--- src/rtl/arrow_track_scheduler_if.sv ---
// Chart ROM fetch channel between the arrow scheduler and the chart store.
//   chart_req  : fetch request, held until chart_ack
//   chart_addr : fetch address
//   chart_ack  : one-cycle acknowledge, chart_data valid in the same cycle
//   chart_data : 3-bit arrow code
// master = scheduler side, slave = chart ROM side.
interface arrow_track_scheduler_if #(
  parameter int unsigned CHART_AW = 10
) ();
  logic                chart_req;
  logic [CHART_AW-1:0] chart_addr;
  logic                chart_ack;
  logic [2:0]          chart_data;

  modport master (
    output chart_req,
    output chart_addr,
    input  chart_ack,
    input  chart_data
  );

  modport slave (
    input  chart_req,
    input  chart_addr,
    output chart_ack,
    output chart_data
  );
endinterface

--- src/rtl/arrow_track_scheduler.sv ---
// Two-player arrow playfield sequencer. Once per frame (falling edge of iVS) it judges
// button presses against the hit slot (slot 0), scrolls both 26-slot arrays every
// FRAMES_PER_STEP frames, and refills slot 25 from a chart ROM prefetch.
//   iVGA_CLK, iRST_n          : clock, async active-low reset
//   start                     : begin a song from chart address 0 (honoured in idle only)
//   iVS                       : raw vertical sync, active-low
//   p1_buttons, p2_buttons    : asynchronous buttons {right, up, down, left}
//   chart                     : chart ROM req/ack fetch channel (master side)
//   player1/2_indexes         : 26 x 3-bit slots, slot 0 in bits [2:0]
//   player1/2_good_bad        : 00 none, 01 good, 10 bad
//   p1_score, p2_score        : saturating good counts
//   playing, song_done        : song status
module arrow_track_scheduler #(
  parameter int unsigned FRAMES_PER_STEP = 8,
  parameter int unsigned HOLD_FRAMES     = 20,
  parameter int unsigned CHART_AW        = 10
) (
  input  logic                          iVGA_CLK,
  input  logic                          iRST_n,
  input  logic                          start,
  input  logic                          iVS,
  input  logic [3:0]                    p1_buttons,
  input  logic [3:0]                    p2_buttons,
  arrow_track_scheduler_if.master       chart,
  output logic [77:0]                   player1_indexes,
  output logic [77:0]                   player2_indexes,
  output logic [1:0]                    player1_good_bad,
  output logic [1:0]                    player2_good_bad,
  output logic [15:0]                   p1_score,
  output logic [15:0]                   p2_score,
  output logic                          playing,
  output logic                          song_done
);
  localparam int unsigned FrameW = $clog2(FRAMES_PER_STEP);
  localparam int unsigned HoldW  = $clog2(HOLD_FRAMES + 1);

  typedef enum logic [1:0] {StIdle, StFetch0, StPlay} state_e;

  state_e                    state_q, state_d;
  logic                      vs_q;
  logic [1:0][3:0]           btn_meta_q, btn_sync_q, btn_prev_q, btn_edge;
  logic [1:0][3:0]           pend_q, pend_d;
  logic [1:0][77:0]          slots_q, slots_d;
  logic [1:0][1:0]           gb_q, gb_d;
  logic [1:0][HoldW-1:0]     hold_q, hold_d;
  logic [15:0]               p1_score_q, p1_score_d, p2_score_q, p2_score_d;
  logic                      req_q, req_d;
  logic [CHART_AW-1:0]       addr_q, addr_d;
  logic [2:0]                pf_code_q, pf_code_d;
  logic                      pf_valid_q, pf_valid_d;
  logic                      end_q, end_d;
  logic [4:0]                drain_q, drain_d;
  logic [FrameW-1:0]         frame_q, frame_d;
  logic                      playing_q, playing_d, done_q, done_d;
  logic                      tick, step;
  logic [1:0]                good;
  logic [2:0]                new_code;

  function automatic logic [3:0] code_onehot(logic [2:0] code);
    unique case (code)
      3'b001:  return 4'b0001;
      3'b010:  return 4'b0010;
      3'b011:  return 4'b0100;
      3'b100:  return 4'b1000;
      default: return 4'b0000;
    endcase
  endfunction

  assign tick     = vs_q & ~iVS;
  assign btn_edge = btn_sync_q & ~btn_prev_q;

  always_comb begin
    state_d    = state_q;
    pend_d     = pend_q;
    slots_d    = slots_q;
    gb_d       = gb_q;
    hold_d     = hold_q;
    p1_score_d = p1_score_q;
    p2_score_d = p2_score_q;
    req_d      = req_q;
    addr_d     = addr_q;
    pf_code_d  = pf_code_q;
    pf_valid_d = pf_valid_q;
    end_d      = end_q;
    drain_d    = drain_q;
    frame_d    = frame_q;
    playing_d  = playing_q;
    done_d     = done_q;
    good       = 2'b00;
    step       = 1'b0;
    new_code   = 3'b000;

    for (int p = 0; p < 2; p++) begin
      pend_d[p] = (tick ? 4'b0000 : pend_q[p]) | btn_edge[p];
      if (tick && hold_q[p] != '0) begin
        hold_d[p] = hold_q[p] - HoldW'(1);
        if (hold_q[p] == HoldW'(1)) gb_d[p] = 2'b00;
      end
    end

    unique case (state_q)
      StIdle: begin
        if (start) begin
          state_d    = StFetch0;
          p1_score_d = '0;
          p2_score_d = '0;
          slots_d    = '0;
          gb_d       = '0;
          hold_d     = '0;
          done_d     = 1'b0;
          frame_d    = '0;
          end_d      = 1'b0;
          drain_d    = '0;
          pf_valid_d = 1'b0;
          addr_d     = '0;
          req_d      = 1'b1;
        end
      end
      StFetch0: begin
        if (chart.chart_ack) begin
          state_d   = StPlay;
          playing_d = 1'b1;
        end
      end
      StPlay: begin
        if (tick) begin
          step    = (frame_q == FrameW'(FRAMES_PER_STEP - 1));
          frame_d = step ? '0 : frame_q + FrameW'(1);
          // Judge against the pre-step slot 0; a good hit's clear is shifted out by a step.
          for (int p = 0; p < 2; p++) begin
            if (pend_q[p] != 4'b0000) begin
              hold_d[p] = HoldW'(HOLD_FRAMES);
              if (slots_q[p][2:0] != 3'b000 && pend_q[p] == code_onehot(slots_q[p][2:0])) begin
                good[p]         = 1'b1;
                gb_d[p]         = 2'b01;
                slots_d[p][2:0] = 3'b000;
              end else begin
                gb_d[p] = 2'b10;
              end
            end else if (step && slots_q[p][2:0] != 3'b000) begin
              hold_d[p] = HoldW'(HOLD_FRAMES);
              gb_d[p]   = 2'b10;
            end
          end
          if (step) begin
            // Sentinel and missing prefetch both feed an empty slot.
            if (pf_valid_q && !end_q && pf_code_q != 3'b111) new_code = pf_code_q;
            for (int p = 0; p < 2; p++) slots_d[p] = {new_code, slots_q[p][77:3]};
            pf_valid_d = 1'b0;
            if (end_q) begin
              if (drain_q == 5'd25) begin
                state_d   = StIdle;
                playing_d = 1'b0;
                done_d    = 1'b1;
              end else begin
                drain_d = drain_q + 5'd1;
              end
            end else if (pf_valid_q && pf_code_q == 3'b111) begin
              end_d = 1'b1;
            end else if (pf_valid_q) begin
              req_d = 1'b1;
            end
          end
        end
      end
      default: state_d = StIdle;
    endcase

    // Ack is taken after the step logic so data arriving on a step cycle is kept.
    if (state_q != StIdle && req_q && chart.chart_ack) begin
      pf_code_d  = (chart.chart_data == 3'b101 || chart.chart_data == 3'b110) ? 3'b000
                                                                               : chart.chart_data;
      pf_valid_d = 1'b1;
      req_d      = 1'b0;
      addr_d     = addr_q + CHART_AW'(1);
      if (addr_q == '1) end_d = 1'b1;
    end

    if (good[0] && p1_score_q != 16'hFFFF) p1_score_d = p1_score_q + 16'd1;
    if (good[1] && p2_score_q != 16'hFFFF) p2_score_d = p2_score_q + 16'd1;
  end

  always_ff @(posedge iVGA_CLK or negedge iRST_n) begin
    if (!iRST_n) begin
      state_q    <= StIdle;
      vs_q       <= 1'b0;
      btn_meta_q <= '0;
      btn_sync_q <= '0;
      btn_prev_q <= '0;
      pend_q     <= '0;
      slots_q    <= '0;
      gb_q       <= '0;
      hold_q     <= '0;
      p1_score_q <= '0;
      p2_score_q <= '0;
      req_q      <= 1'b0;
      addr_q     <= '0;
      pf_code_q  <= '0;
      pf_valid_q <= 1'b0;
      end_q      <= 1'b0;
      drain_q    <= '0;
      frame_q    <= '0;
      playing_q  <= 1'b0;
      done_q     <= 1'b0;
    end else begin
      state_q    <= state_d;
      vs_q       <= iVS;
      btn_meta_q <= {p2_buttons, p1_buttons};
      btn_sync_q <= btn_meta_q;
      btn_prev_q <= btn_sync_q;
      pend_q     <= pend_d;
      slots_q    <= slots_d;
      gb_q       <= gb_d;
      hold_q     <= hold_d;
      p1_score_q <= p1_score_d;
      p2_score_q <= p2_score_d;
      req_q      <= req_d;
      addr_q     <= addr_d;
      pf_code_q  <= pf_code_d;
      pf_valid_q <= pf_valid_d;
      end_q      <= end_d;
      drain_q    <= drain_d;
      frame_q    <= frame_d;
      playing_q  <= playing_d;
      done_q     <= done_d;
    end
  end

  assign chart.chart_req  = req_q;
  assign chart.chart_addr = addr_q;
  assign player1_indexes  = slots_q[0];
  assign player2_indexes  = slots_q[1];
  assign player1_good_bad = gb_q[0];
  assign player2_good_bad = gb_q[1];
  assign p1_score         = p1_score_q;
  assign p2_score         = p2_score_q;
  assign playing          = playing_q;
  assign song_done        = done_q;
endmodule
--- src/flat_wrapper.sv ---
// flat-port wrapper written by rule: the top's interface ports become plain ports
module arrow_track_scheduler_flat 
#(
  parameter int unsigned FRAMES_PER_STEP = 8,
  parameter int unsigned HOLD_FRAMES     = 20,
  parameter int unsigned CHART_AW        = 10
)
  (iVGA_CLK, iRST_n, start, iVS, p1_buttons, p2_buttons, player1_indexes, player2_indexes, player1_good_bad, player2_good_bad, p1_score, p2_score, playing, song_done, chart_chart_req, chart_chart_addr, chart_chart_ack, chart_chart_data);
  arrow_track_scheduler_if #(.CHART_AW(CHART_AW)) chart_i ();
  input  logic iVGA_CLK;
  input  logic iRST_n;
  input  logic start;
  input  logic iVS;
  input  logic [3:0] p1_buttons;
  input  logic [3:0] p2_buttons;
  output logic [77:0] player1_indexes;
  output logic [77:0] player2_indexes;
  output logic [1:0] player1_good_bad;
  output logic [1:0] player2_good_bad;
  output logic [15:0] p1_score;
  output logic [15:0] p2_score;
  output logic playing;
  output logic song_done;
  output wire logic [$bits(chart_i.chart_req)-1:0] chart_chart_req;
  output wire logic [$bits(chart_i.chart_addr)-1:0] chart_chart_addr;
  input wire logic [$bits(chart_i.chart_ack)-1:0] chart_chart_ack;
  input wire logic [$bits(chart_i.chart_data)-1:0] chart_chart_data;
  assign chart_chart_req = chart_i.chart_req;
  assign chart_chart_addr = chart_i.chart_addr;
  assign chart_i.chart_ack = chart_chart_ack;
  assign chart_i.chart_data = chart_chart_data;
  arrow_track_scheduler #(.FRAMES_PER_STEP(FRAMES_PER_STEP), .HOLD_FRAMES(HOLD_FRAMES), .CHART_AW(CHART_AW)) u_core (.iVGA_CLK(iVGA_CLK), .iRST_n(iRST_n), .start(start), .iVS(iVS), .p1_buttons(p1_buttons), .p2_buttons(p2_buttons), .chart(chart_i), .player1_indexes(player1_indexes), .player2_indexes(player2_indexes), .player1_good_bad(player1_good_bad), .player2_good_bad(player2_good_bad), .p1_score(p1_score), .p2_score(p2_score), .playing(playing), .song_done(song_done));
endmodule
--- config.mk ---
export PLATFORM = sky130hd
export DESIGN_NAME = arrow_track_scheduler_flat
export DESIGN_NICKNAME = d
export VERILOG_FILES = /design/src/rtl/arrow_track_scheduler_if.sv /design/src/rtl/arrow_track_scheduler.sv /design/src/flat_wrapper.sv
export SDC_FILE = /design/constraint.sdc
export NUM_CORES = 1
export LEC_CHECK = 0
export CORE_AREA = 10 10 201 203
export CTS_CLUSTER_DIAMETER = 120
export DETAILED_ROUTE_END_ITERATION = 8
export DIE_AREA = 0 0 211 213
export REMOVE_ABC_BUFFERS = 1
export SLEW_MARGIN = 15
export SYNTH_ARGS = -nofsm -noshare
export SYNTH_HDL_FRONTEND = slang
export SYNTH_SLANG_ARGS = --single-unit
--- constraint.sdc ---
create_clock -name iVGA_CLK -period 2.3 [get_ports iVGA_CLK]
set_input_delay 0.575 -clock iVGA_CLK [delete_from_list [all_inputs] [get_ports iVGA_CLK]]
set_output_delay 0.575 -clock iVGA_CLK [all_outputs]
set_load 0.1 [all_outputs]
# After elaboration in Yosys (flattened, before gate mapping)
# Cells that the tools add are included.
# totals
reg_bits	263
inputBits	16
output_inout_bits	205
wordCells	231
# op_classes
n_addsub	7
eq_ne	40
bitwise	6
reduce_logical	45
mux	104
# op_table
cell	count
two-way mux 156 bit	3
one-hot mux 156 bit (2 select lines)	1
two-way mux 16 bit	4
two-way mux 5 bit	11
two-way mux 10 bit	5
two-way mux 4 bit	10
two-way mux 2 bit	18
adder 16 x 1 -> 16 bit, second input constant	2
!= test 16 bit, second input constant	2
one-hot mux 4 bit (4 select lines)	2
two-way mux 1 bit	31
two-way mux 3 bit	9
AND reduction 6 bit	4
!= test 3 x 1 -> 1 bit, second input constant	7
one-hot mux 10 bit (2 select lines)	1
== test 3 bit, second input constant	6
nonzero test 2 bit	9
logical AND 1 bit	13
== test 3 x 2 -> 1 bit, second input constant	4
adder 10 x 1 -> 10 bit, second input constant	1
== test 10 bit, second input constant	1
== test 5 x 1 -> 1 bit, second input constant	2
one-hot mux 1 bit (2 select lines)	5
one-hot mux 5 bit (2 select lines)	1
31 further kinds	50

# Depth between registers and ports, before layout
# depth
word_depth	14
depth_mapped	9
mapped_depth_nobuf	8

# Worst setup path after synthesis
# OpenSTA, ideal clock, no wires.
# synth_path
path_kind	register to register
from	reg u_core.p2_score_q[4] (netlist: u_core.p2_score[4])
to	reg u_core.p2_score_q[15] (netlist: u_core.p2_score[15])
setup_time_ns	0.126
t_required_ns	2.174
arrival_time_ns	2.483
setup_slack_ns	-0.309
path_stages_with_launch	8
n_path_buf	1
period_less_slack_ns	2.609
path_cell_list	dfrtp_1 nand4_1 or2_1 clkbuf_1 nor2_1 nand3_1 and2_1 a221o_1
# synth_between
elab_chain_len	4
word_cells_on_any_way	7
cone_classes	add/sub: 1; eq/ne: 1; mux: 1; reduce/logical: 4
# synth_lines
element	line_no	source
start: declaration	arrow_track_scheduler.sv:46	logic [15:0] p1_score_q, p1_score_d, p2_score_q, p2_score_d;
start signal: assignment	arrow_track_scheduler.sv:216	p2_score_q <= p2_score_d;
branches (longest 4 deep; another with adder 16 x 1 -> 16 bit)	n/a	
# Parallel ways; which one is timed is not known.
# A chain may end at the register's enable or synchronous reset.

# Worst setup path after layout
# layout_path
from	reg u_core.pend_q[0] (netlist bit)
to	reg u_core.p1_score_q[2] (netlist: u_core.p1_score[2])
# layout_between
elab_chain_len	9
word_cells_on_any_way	12
cone_classes	eq/ne: 1; mux: 5; reduce/logical: 6
# layout_lines
element	line_no	source
start: declaration	arrow_track_scheduler.sv:42	logic [1:0][3:0] pend_q, pend_d;
start signal: assignment	arrow_track_scheduler.sv:211	pend_q <= pend_d;
== test 4 bit	arrow_track_scheduler.sv:133	if (slots_q[p][2:0] != 3'b000 && pend_q[p] == code_onehot(slots_q[p][2:0])) begin
logical AND 1 bit	arrow_track_scheduler.sv:133	
two-way mux 1 bit	arrow_track_scheduler.sv:133	
two-way mux 1 bit *	arrow_track_scheduler.sv:131	if (pend_q[p] != 4'b0000) begin
two-way mux 2 bit *	arrow_track_scheduler.sv:126	if (tick) begin
two-way mux 2 bit *	arrow_track_scheduler.sv:101	unique case (state_q)
logical AND 1 bit *	arrow_track_scheduler.sv:179	if (good[0] && p1_score_q != 16'hFFFF) p1_score_d = p1_score_q + 16'd1;
nonzero test 2 bit (no line)	n/a	
AND reduction 2 bit (no line)	n/a	
end signal: assignment	arrow_track_scheduler.sv:215	p1_score_q <= p1_score_d;
end: declaration	arrow_track_scheduler.sv:46	
# Every way passes the cells marked *; elsewhere a longest branch is shown, timed or not.

==> impl_metrics.json <==
{
  "grt_setup_unrepaired": "no",
  "end_kind": "flop",
  "grt_pass1_vias": 7459,
  "ios": 221,
  "cp-start-kind": "flop",
  "grt_max_degree": 73,
  "synth-xor-area-share": 0.0146,
  "period_share": 0.937,
  "clock_path_buffers": 2,
  "worst_pin_slew_ns": 0.639,
  "vdd_drop_max_v": 0.000535,
  "synthCells": 940,
  "postRouteAntennaNets": 0,
  "dp_cells": 1568,
  "hold_class": "in -> async",
  "worstPathRequired_ns": 2.63,
  "globalRouteMet2Util": 0.183,
  "drv_cap": 0,
  "synth_ff_type": "dfrtp_1",
  "synthAdderAreaFrac": 0.0180,
  "die_y_um": 213,
  "syn_area_mm2": 0.00902,
  "postLayoutSetupSlackWorst_ns": 0.144,
  "cts-root-buf": "clkbuf_16",
  "first_pass_iters": 6,
  "report.final.slew_viol_count": 0,
  "layout_commonest_cell": "buf_4",
  "max_freq_mhz": 464,
  "drive_gt1_frac": 0.292,
  "dieArea_mm2": 0.0449,
  "start_util": 0.249,
  "tritoncts": "yes",
  "synth_top_family_by_area": "simple AND/OR/NAND/NOR gates",
  "routedWlPerCell_um": 16.1,
  "skew_ns": 0.0118,
  "antenna_found_initial": 1,
  "leakagePower_uw": 0.00551,
  "routed_wl_um": 25700,
  "layout_common_cells": "buf_4, nand2_1, dfrtp_1",
  "numPortBuffers": 220,
  "busiest_layer": "met2",
  "ys_seq_area_frac": 0.522,
  "cp_max_fo": 25,
  "ys_seq_elements": 188,
  "pre_cts_ws_ns": -0.117,
  "outcome": "finished, final reports clean",
  "final-setup-viol-count": 0,
  "drt_iter0_drc": 295,
  "cts_max_level": 4,
  "synth-simple-area-share": 0.192,
  "critical_path_arrival_ns": 2.49,
  "holdBufCountCts": 0,
  "fin_nets": 1148,
  "min_period_ns": 2.16,
  "clock_sinks": 188,
  "grt_remaining_overflow": 0,
  "yosys_warnings": 0,
  "path_clk_slew_ns": 0.08,
  "relSlewSlack": 0.570,
  "synth.distinct_cells": 69,
  "hold_viol": 0,
  "grt_pass1_wl_um": 41000,
  "async_flop_share": 1.00,
  "dpl.hpwl_um": 18800,
  "synth_compound_area_frac": 0.145,
  "path_class": "reg -> reg",
  "drc": 0,
  "rows": 70,
  "final_cells": 1601,
  "coreArea_mm2": 0.0363,
  "cts_buffers": 17,
  "synth_enable_flop_cells": 0,
  "met1_usage": 0.144,
  "clock_latency_ns": 0.45,
  "avgSynthCellArea_um2": 9.59,
  "routed_via_density": 4.53,
  "grtUsageMet3": 0.0397,
  "routabilityCongestion": 0.786,
  "synthMuxAreaShare": 0.0132,
  "dieWidth_um": 211,
  "power.density_mw_per_mm2": 725,
  "vias": 7252,
  "area_growth_pct": 30.1,
  "grt.total_usage": 0.116
}
## cell type report
cell class                      count  area (um^2)
Timing Repair Buffer              281         2310
Sequential cell                   188         4700
Antenna cell                        1         2.50
Inverter                           23         86.3
Clock buffer                       17          425
Clock inverter                     15          151
Tap cell                          468          586
Multi-Input combinational cell    608         3470
Fill cell                        3739        24500
## worst max-delay path, cell delays in order (launching register included)
cell,delay (ns)
dfrtp_1,0.43
or4_4,0.56
o311a_4,0.16
o31ai_4,0.07
buf_4,0.18
a2111oi_4,0.04
buf_12,0.17
and3b_1,0.17
a221o_1,0.26
## cells by family (layout without fill, tap and decap cells)
kind of cell    count (synthesis)  in the layout
compound gates                195            195
fa+ha+maj                      13             13
flops                         188            188
xor+xnor                       15             15
buf+inv                       144            336
mux                            11             11
other cells                     0              1
simple gates                  374            374
## worst paths after layout
kind	startpoint	to	slack, ns	cells past startpoint
worst min register to register	u_core.btn_meta_q[6]	u_core.btn_sync_q[6]	0.35	0
max in group asynchronous	iRST_n	u_core.p2_score[12]	1.59	2
worst max-delay path	u_core.pend_q[0]	u_core.p1_score[2]	0.14	8
min in group iVGA_CLK	u_core.btn_meta_q[6]	u_core.btn_sync_q[6]	0.35	0
worst min-delay path	iRST_n	u_core.player2_indexes[38]	0.05	1
worst max register to register	u_core.pend_q[0]	u_core.p1_score[2]	0.14	8
## flip-flops by register name, indices dropped and copies added (netlist names), 2 cells and up
register                 count
u_core.btn_meta_q            8
u_core.btn_prev_q            8
u_core.btn_sync_q            8
u_core.chart.chart_addr     10
u_core.drain_q               5
u_core.frame_q               3
u_core.hold_q               10
u_core.p1_score             16
u_core.p2_score             16
u_core.pend_q                8
u_core.pf_code_q             3
u_core.player1_good_bad      2
u_core.player1_indexes       4
u_core.player2_good_bad      2
u_core.player2_indexes      77
u_core.state_q               2
## cell usage after synthesis (13+ instances only)
master	n	area share
ha_1	13	0.018
and3_1	15	0.010
dfrtp_1	188	0.52
a221o_1	19	0.021
inv_1	23	0.0096
nand2_1	211	0.088
nor2_1	49	0.020
clkbuf_1	31	0.013
o21ai_0	111	0.062
nand3_1	23	0.013
buf_4	77	0.064
nor3_1	22	0.012
## power breakdown
part | internal [uW] | switching, uW | total, uW
combinational | 590 | 1170 | 1760
clock | 1530 | 1450 | 2980
sequential | 3520 | 249 | 3770
total | 5640 | 2870 | 8510
## per-layer routing
layer,vias up,part of all wire
li1,3504,-
met1,3497,0.45
met2,229,0.46
met3,22,0.070
met4,0,0.013
met5,-,0
## per-stage QoR
step	util	hold WS (ns)	TNS, ns	area, um^2	power, uW
2_1_floorplan	-	0.279	-116.47	8240	4830
5_1_grt	0.324	0.0603	0	11700	8970
3_5_place_dp	0.307	0.338	-1.22	11100	5620
4_1_cts	0.323	0.0451	0	11700	8640
3_3_place_gp	0.307	0.337	-0.340	11100	5580
6_report	0.324	0.0499	0	11700	8510
## repair_timing
action	CTS	global route
endpoints found under the setup margin	0	6
buffers inserted	0	0
resized for setup	0	1
Power figures use the tool's default switching activity.
